`src/rtl/rx_controller.sv`:
```
// rx_controller: parses the UART RX byte stream into write, read and ALU
// command frames and presents each command with a valid/ready handshake.
module rx_controller #(
    parameter int unsigned                DATA_WIDTH  = 8,
    parameter int unsigned                TIMEOUT     = 1024,
    parameter logic [DATA_WIDTH-1:0]      RF_WR_CMD   = 8'hAA,
    parameter logic [DATA_WIDTH-1:0]      RF_RD_CMD   = 8'hBB,
    parameter logic [DATA_WIDTH-1:0]      ALU_OP_CMD  = 8'hCC,
    parameter logic [DATA_WIDTH-1:0]      ALU_NOP_CMD = 8'hDD,
    parameter logic [DATA_WIDTH-1:0]      OPA_ADDR    = 8'h00,
    parameter logic [DATA_WIDTH-1:0]      OPB_ADDR    = 8'h01
) (
    input  logic                  RXCont_CLK,
    input  logic                  RXCont_RST,
    input  logic [DATA_WIDTH-1:0] RXCont_P_Data,
    input  logic                  RXCont_Data_Valid,
    input  logic                  RXCont_Ready,
    output logic [2:0]            RXCont_command,
    output logic [DATA_WIDTH-1:0] RXCont_Addr,
    output logic [DATA_WIDTH-1:0] RXCont_Pdata,
    output logic                  RXCont_Cmd_Valid,
    output logic                  RXCont_Frame_Err
);

    localparam int unsigned CW = (TIMEOUT > 2) ? $clog2(TIMEOUT) : 1;
    localparam logic [CW-1:0] TMO_LAST = CW'(TIMEOUT - 1);

    localparam logic [2:0] CMD_NONE = 3'b000;
    localparam logic [2:0] CMD_WR   = 3'b001;
    localparam logic [2:0] CMD_RD   = 3'b010;
    localparam logic [2:0] CMD_OPND = 3'b011;
    localparam logic [2:0] CMD_ALU  = 3'b100;

    typedef enum logic [2:0] {
        IDLE, WR_ADDR, WR_DATA, RD_ADDR, OP_A, OP_B, ALU_FUN, PEND
    } state_t;

    state_t                state;
    state_t                eff_state;
    logic [DATA_WIDTH-1:0] wr_addr;
    logic [CW-1:0]         tmo_cnt;
    logic                  cmd_accept;
    logic                  cmd_blocked;
    logic                  tmo_active;

    assign cmd_accept  = RXCont_Cmd_Valid & RXCont_Ready;
    // A command still pending after this edge: any new byte is an overrun.
    assign cmd_blocked = RXCont_Cmd_Valid & ~RXCont_Ready;
    // Acceptance in PEND frees the FSM this cycle, so a same-cycle byte starts a new frame.
    assign eff_state   = (state == PEND && cmd_accept) ? IDLE : state;
    assign tmo_active  = (state != IDLE) && (state != PEND) && !RXCont_Cmd_Valid;

    // Frame FSM with registered command outputs, handshake and inter-byte timeout.
    always_ff @(posedge RXCont_CLK or negedge RXCont_RST) begin
        if (!RXCont_RST) begin
            state            <= IDLE;
            wr_addr          <= '0;
            tmo_cnt          <= '0;
            RXCont_command   <= CMD_NONE;
            RXCont_Addr      <= '0;
            RXCont_Pdata     <= '0;
            RXCont_Cmd_Valid <= 1'b0;
            RXCont_Frame_Err <= 1'b0;
        end else begin
            RXCont_Frame_Err <= 1'b0;

            if (cmd_accept) begin
                RXCont_Cmd_Valid <= 1'b0;
                RXCont_command   <= CMD_NONE;
                RXCont_Addr      <= '0;
                RXCont_Pdata     <= '0;
                if (state == PEND) begin
                    state <= IDLE;
                end
            end

            if (RXCont_Data_Valid) begin
                tmo_cnt <= '0;
                if (cmd_blocked) begin
                    // Drop the byte, keep the pending command, abort the frame.
                    RXCont_Frame_Err <= 1'b1;
                    state            <= PEND;
                end else begin
                    case (eff_state)
                        IDLE: begin
                            if (RXCont_P_Data == RF_WR_CMD) begin
                                state <= WR_ADDR;
                            end else if (RXCont_P_Data == RF_RD_CMD) begin
                                state <= RD_ADDR;
                            end else if (RXCont_P_Data == ALU_OP_CMD) begin
                                state <= OP_A;
                            end else if (RXCont_P_Data == ALU_NOP_CMD) begin
                                state <= ALU_FUN;
                            end else begin
                                state            <= IDLE;
                                RXCont_Frame_Err <= 1'b1;
                            end
                        end
                        WR_ADDR: begin
                            wr_addr <= RXCont_P_Data;
                            state   <= WR_DATA;
                        end
                        WR_DATA: begin
                            RXCont_command   <= CMD_WR;
                            RXCont_Addr      <= wr_addr;
                            RXCont_Pdata     <= RXCont_P_Data;
                            RXCont_Cmd_Valid <= 1'b1;
                            state            <= PEND;
                        end
                        RD_ADDR: begin
                            RXCont_command   <= CMD_RD;
                            RXCont_Addr      <= RXCont_P_Data;
                            RXCont_Pdata     <= '0;
                            RXCont_Cmd_Valid <= 1'b1;
                            state            <= PEND;
                        end
                        OP_A: begin
                            RXCont_command   <= CMD_OPND;
                            RXCont_Addr      <= OPA_ADDR;
                            RXCont_Pdata     <= RXCont_P_Data;
                            RXCont_Cmd_Valid <= 1'b1;
                            state            <= OP_B;
                        end
                        OP_B: begin
                            RXCont_command   <= CMD_OPND;
                            RXCont_Addr      <= OPB_ADDR;
                            RXCont_Pdata     <= RXCont_P_Data;
                            RXCont_Cmd_Valid <= 1'b1;
                            state            <= ALU_FUN;
                        end
                        ALU_FUN: begin
                            RXCont_command   <= CMD_ALU;
                            RXCont_Addr      <= '0;
                            RXCont_Pdata     <= {{(DATA_WIDTH-4){1'b0}}, RXCont_P_Data[3:0]};
                            RXCont_Cmd_Valid <= 1'b1;
                            state            <= PEND;
                        end
                        default: state <= IDLE;
                    endcase
                end
            end else if (tmo_active) begin
                if (tmo_cnt == TMO_LAST) begin
                    tmo_cnt          <= '0;
                    state            <= IDLE;
                    RXCont_Frame_Err <= 1'b1;
                end else begin
                    tmo_cnt <= tmo_cnt + 1'b1;
                end
            end else begin
                tmo_cnt <= '0;
            end
        end
    end

endmodule

```
`config.mk`:
```
export PLATFORM = sky130hd
export DESIGN_NAME = rx_controller
export DESIGN_NICKNAME = d
export VERILOG_FILES = /design/src/rtl/rx_controller.sv
export SDC_FILE = /design/constraint.sdc
export NUM_CORES = 1
export LEC_CHECK = 0
export BUFFER_PORTS_ARGS = -buffer_cell sky130_fd_sc_hd__buf_2
export CORE_UTILIZATION = 35
export CTS_BUF_LIST = sky130_fd_sc_hd__clkbuf_2
export DETAILED_ROUTE_END_ITERATION = 8
export PLACE_DENSITY_LB_ADDON = 0.2
export SETUP_SLACK_MARGIN = 0.4
export SLEW_MARGIN = 20
export SYNTH_ARGS = -nofsm -noshare
export SYNTH_HDL_FRONTEND = slang
export SYNTH_SLANG_ARGS = --single-unit
```
`constraint.sdc`:
```
create_clock -name RXCont_CLK -period 4.01 [get_ports RXCont_CLK]
set_input_delay 0.401 -clock RXCont_CLK [delete_from_list [all_inputs] [get_ports RXCont_CLK]]
set_output_delay 0.401 -clock RXCont_CLK [all_outputs]
set_load 0.02 [all_outputs]
```
==> results_dict.tcl <==
set metrics [dict create \
    finalCritPeriodShare_pct 52.9 \
    fp.dieW_um 76.8 \
    report.final.setup_viol 0 \
    num-nets-final 214 \
    finalClockSkew_ps 5.19 \
    max-cap-violations 0 \
    grt_use_met2_pct 21.3 \
    post_synth_inst_count 170 \
    synth_area_leader_cell "sky130_fd_sc_hd__dfrtp_1" \
    pin_count 33 \
    cp_num_buf_inv 0 \
    multiInputGateArea_sq_um 856 \
    synth-async-reset-ratio_pct 100 \
    synthFlopType "sky130_fd_sc_hd__dfrtp_1" \
    hold_viol 0 \
    setup.worst_path.start_class "flip-flop" \
    grt_first_pass_wirelength_um 6760 \
    ir_worst_vdd_v 0.000197 \
    min_period_ps 2120 \
    worst_pin_slew_ps 924 \
    post_synth.cell_area_avg_sq_um 11.5 \
    detail_route.vias_per_cell 5.35 \
    placed_cell_area_sq_um 2160 \
    initial_standard_cell_utilization_of_the_core_pct 37.4 \
    r2r_start "state[0]$_DFF_PN0_" \
    post_cts_resize_count 0 \
    antenna_cells_inserted 0 \
    fraction_of_synthesized_cell_area_taken_by_the_top_area_cell_type_pct 53.6 \
    gr-usage-all-layers_pct 14.6 \
    fill_cells 501 \
    register_area_sq_um 1050 \
    critical_path_depth 4 \
    timing.critical_path.cells "nand3_1, nand3b_1, o21a_1, a22o_1" \
    clockBufferDepth 2 \
    cts_post_setup_buffers_inserted 0 \
    run_status "finished, final reports clean" \
    floorplan.die.height_um 76.8 \
    worstRegToRegCells 4 \
    yosys.cell_types.count 40 \
    hold_path.class "input port to async pin" \
    worst_path_largest_cell_delay_ps 820 \
    post_cts_hold_buffer_count 0 \
    synth_enable_flop_cells 0 \
    grt_met3_usage_pct 3.93 \
    global_route.usage.met1_pct 20.4 \
    worst_setup_path_startpoint "state[0]$_DFF_PN0_" \
    grt_start_max_net_pins 43 \
    route.detailed.drc 0 \
    routed-via-count 1451 \
    number_of_antenna_violations_at_the_first_check_in_global_routing 0 \
    setup-tns-final_ps 0 \
    cts.htree.levels 2 \
    cts-buffers-inserted 5 \
    first_global_vias 1366 \
    pwr_density_cell_nw_per_um2 653 \
    core.rowCount 26 \
    clock.fmax_ghz 0.471 \
    hpwlAfterDp_um 2880 \
    yosys_warnings 0 \
    mappedNetlistNets 183 \
    design.core.area_sq_um 5240 \
    post-route-cell-area_sq_um 2190 \
    worst_slew_margin_rel_pct 38.4 \
    maxSlewViolCount 0 \
    required_ps 4350 \
    place_congestion 0.854 \
    most_crowded_layer_after_global_routing "met2" \
    grt_setup_unrepaired "false" \
    drt-pass1-iter-count 4 \
    syn_to_final_growth_pct 11.9 \
    synth.top_cells.by_area "sky130_fd_sc_hd__dfrtp_1, sky130_fd_sc_hd__mux2_2, sky130_fd_sc_hd__o2bb2ai_1, sky130_fd_sc_hd__a22o_1, sky130_fd_sc_hd__mux2i_1" \
    postLayoutCoreUtil_pct 41.9 \
    cts_tree "done" \
    path_max_fanout 19 \
    ys_seq_area_share_pct 53.6 \
    timing.rr.end "RXCont_Pdata[4]$_DFF_PN0_" \
    layout-drive-gt1-share_pct 24.9 \
    synthesis.area_sq_um 1960 \
    rrSetupSlack_ps 1890 \
    antenna_left 0 \
    critical_path_arrival_ps 2470 \
    endpoint "RXCont_Pdata[4]$_DFF_PN0_" \
    timing.critical_path.slowest_stage_cell "sky130_fd_sc_hd__dfrtp_1" \
    worst_setup_path_end_kind "flip-flop" \
    dr.first_iter.drc_count 132 \
    timing_worst_setup_path_type "flip-flop to flip-flop" \
    critical_path.top_delay_family "compound AO/OA/AOI/OAI gates" \
    fp.dieArea_sq_um 5910 \
    clk_lat_worst_skew_ps 390 \
    power.leakage_nw 1.05 \
    synth-seq-cells 42 \
    clock_tree.root_cell "sky130_fd_sc_hd__clkbuf_2" \
    total_grt_overflow 0 \
    io_buffer_count 32 \
    clkSlewWorstSetupHoldPaths_ps 190 \
    wire_per_inst_um 14.9 \
    cts.sink_count 42 \
    routed_wl_um 4030 \
]
==> through the flow <==
step / hold WS, ps / power (mW) / cells / worst slack [ps]
finish: 110 / 1.43 / 271 / 1890
global placement: 462 / 1.25 / 264 / 2030
detailed placement: 461 / 1.27 / 264 / 1960
global route: 132 / 1.53 / 271 / 1720
floorplan: 105 / 1.12 / 170 / 2420
CTS: 120 / 1.45 / 271 / 1910
==> layout by cell type, fill, tap and decap left out, types with 8 or more instances in the layout <==
cell,count
sky130_fd_sc_hd__mux2_2,8
sky130_fd_sc_hd__nor2_1,15
sky130_fd_sc_hd__dfrtp_1,42
sky130_fd_sc_hd__a22o_1,8
sky130_fd_sc_hd__xor2_1,8
sky130_fd_sc_hd__o2bb2ai_1,10
sky130_fd_sc_hd__buf_2,32
==> flip-flops by register name (all words and copies together) (netlist names) <==
signal and cells:
RXCont_Addr 8, RXCont_Cmd_Valid 1, RXCont_Frame_Err 1, tmo_cnt 10, state 3, wr_addr 8
RXCont_command 3, RXCont_Pdata 8
==> metal layers <==
layer	part of all wire [%]	vias to the layer above
li1	-	685
met1	48	706
met2	44	52
met3	6.2	8
met4	1.9	0
met5	0	-
==> synthesized netlist by cell type, types with 3 or more instances <==
cell	n
sky130_fd_sc_hd__buf_2	4
sky130_fd_sc_hd__a21oi_1	7
sky130_fd_sc_hd__and3_1	3
sky130_fd_sc_hd__mux2_2	8
sky130_fd_sc_hd__a22o_1	8
sky130_fd_sc_hd__xor2_1	8
sky130_fd_sc_hd__nor3_1	4
sky130_fd_sc_hd__nand4_1	4
sky130_fd_sc_hd__mux2i_1	7
sky130_fd_sc_hd__nand2_1	7
sky130_fd_sc_hd__nor2_1	15
sky130_fd_sc_hd__nand3_1	6
sky130_fd_sc_hd__dfrtp_1	42
sky130_fd_sc_hd__nand2b_1	5
sky130_fd_sc_hd__o2bb2ai_1	10
==> worst min-delay path by stage <==
stage | endpoint | slack [ps] | depth (start not counted)
2_1_floorplan | RXCont_Addr[0]$_DFF_PN0_ | 110 | 0
3_3_place_gp | RXCont_command[0]$_DFF_PN0_ | 460 | 1
3_5_place_dp | RXCont_command[0]$_DFF_PN0_ | 460 | 1
4_1_cts | RXCont_Addr[5]$_DFF_PN0_ | 120 | 1
5_1_grt | tmo_cnt[9]$_DFF_PN0_ | 130 | 1
6_report | tmo_cnt[9]$_DFF_PN0_ | 110 | 1
==> worst register-to-register path, stage by stage (launching register included) <==
cell and delay [ps]:
sky130_fd_sc_hd__dfrtp_1 820, sky130_fd_sc_hd__nand3_1 240, sky130_fd_sc_hd__nand3b_1 180, sky130_fd_sc_hd__o21a_1 580, sky130_fd_sc_hd__a22o_1 260
==> layout make-up <==
class / instances / share of cell area, %
clock buffers: 7 / 1.60
multi-input cells: 119 / 39.0
flip-flops and latches: 42 / 47.9
repair buffers: 32 / 7.30
inverters: 1 / 0.171
well taps: 70 / 3.99
==> power breakdown <==
group | internal, mW | switching, mW
registers | 0.557 | 0.129
clock network | 0.0454 | 0.129
logic | 0.252 | 0.320
total | 0.855 | 0.578
==> kinds of logic (layout without fill, tap and decap cells) <==
family | count (synthesis) | in the layout | share of synthesized area, %
buffers and inverters | 9 | 40 | 2.74
muxes | 15 | 15 | 8.17
AOI/OAI and AO/OA | 36 | 36 | 14.0
and+or+nand+nor | 58 | 58 | 16.8
DFF | 42 | 42 | 53.6
adders and majority gates | 1 | 1 | 0.638
xor gates and xnor gates | 9 | 9 | 4.02
No activity file was read; power rests on OpenSTA's default activity.
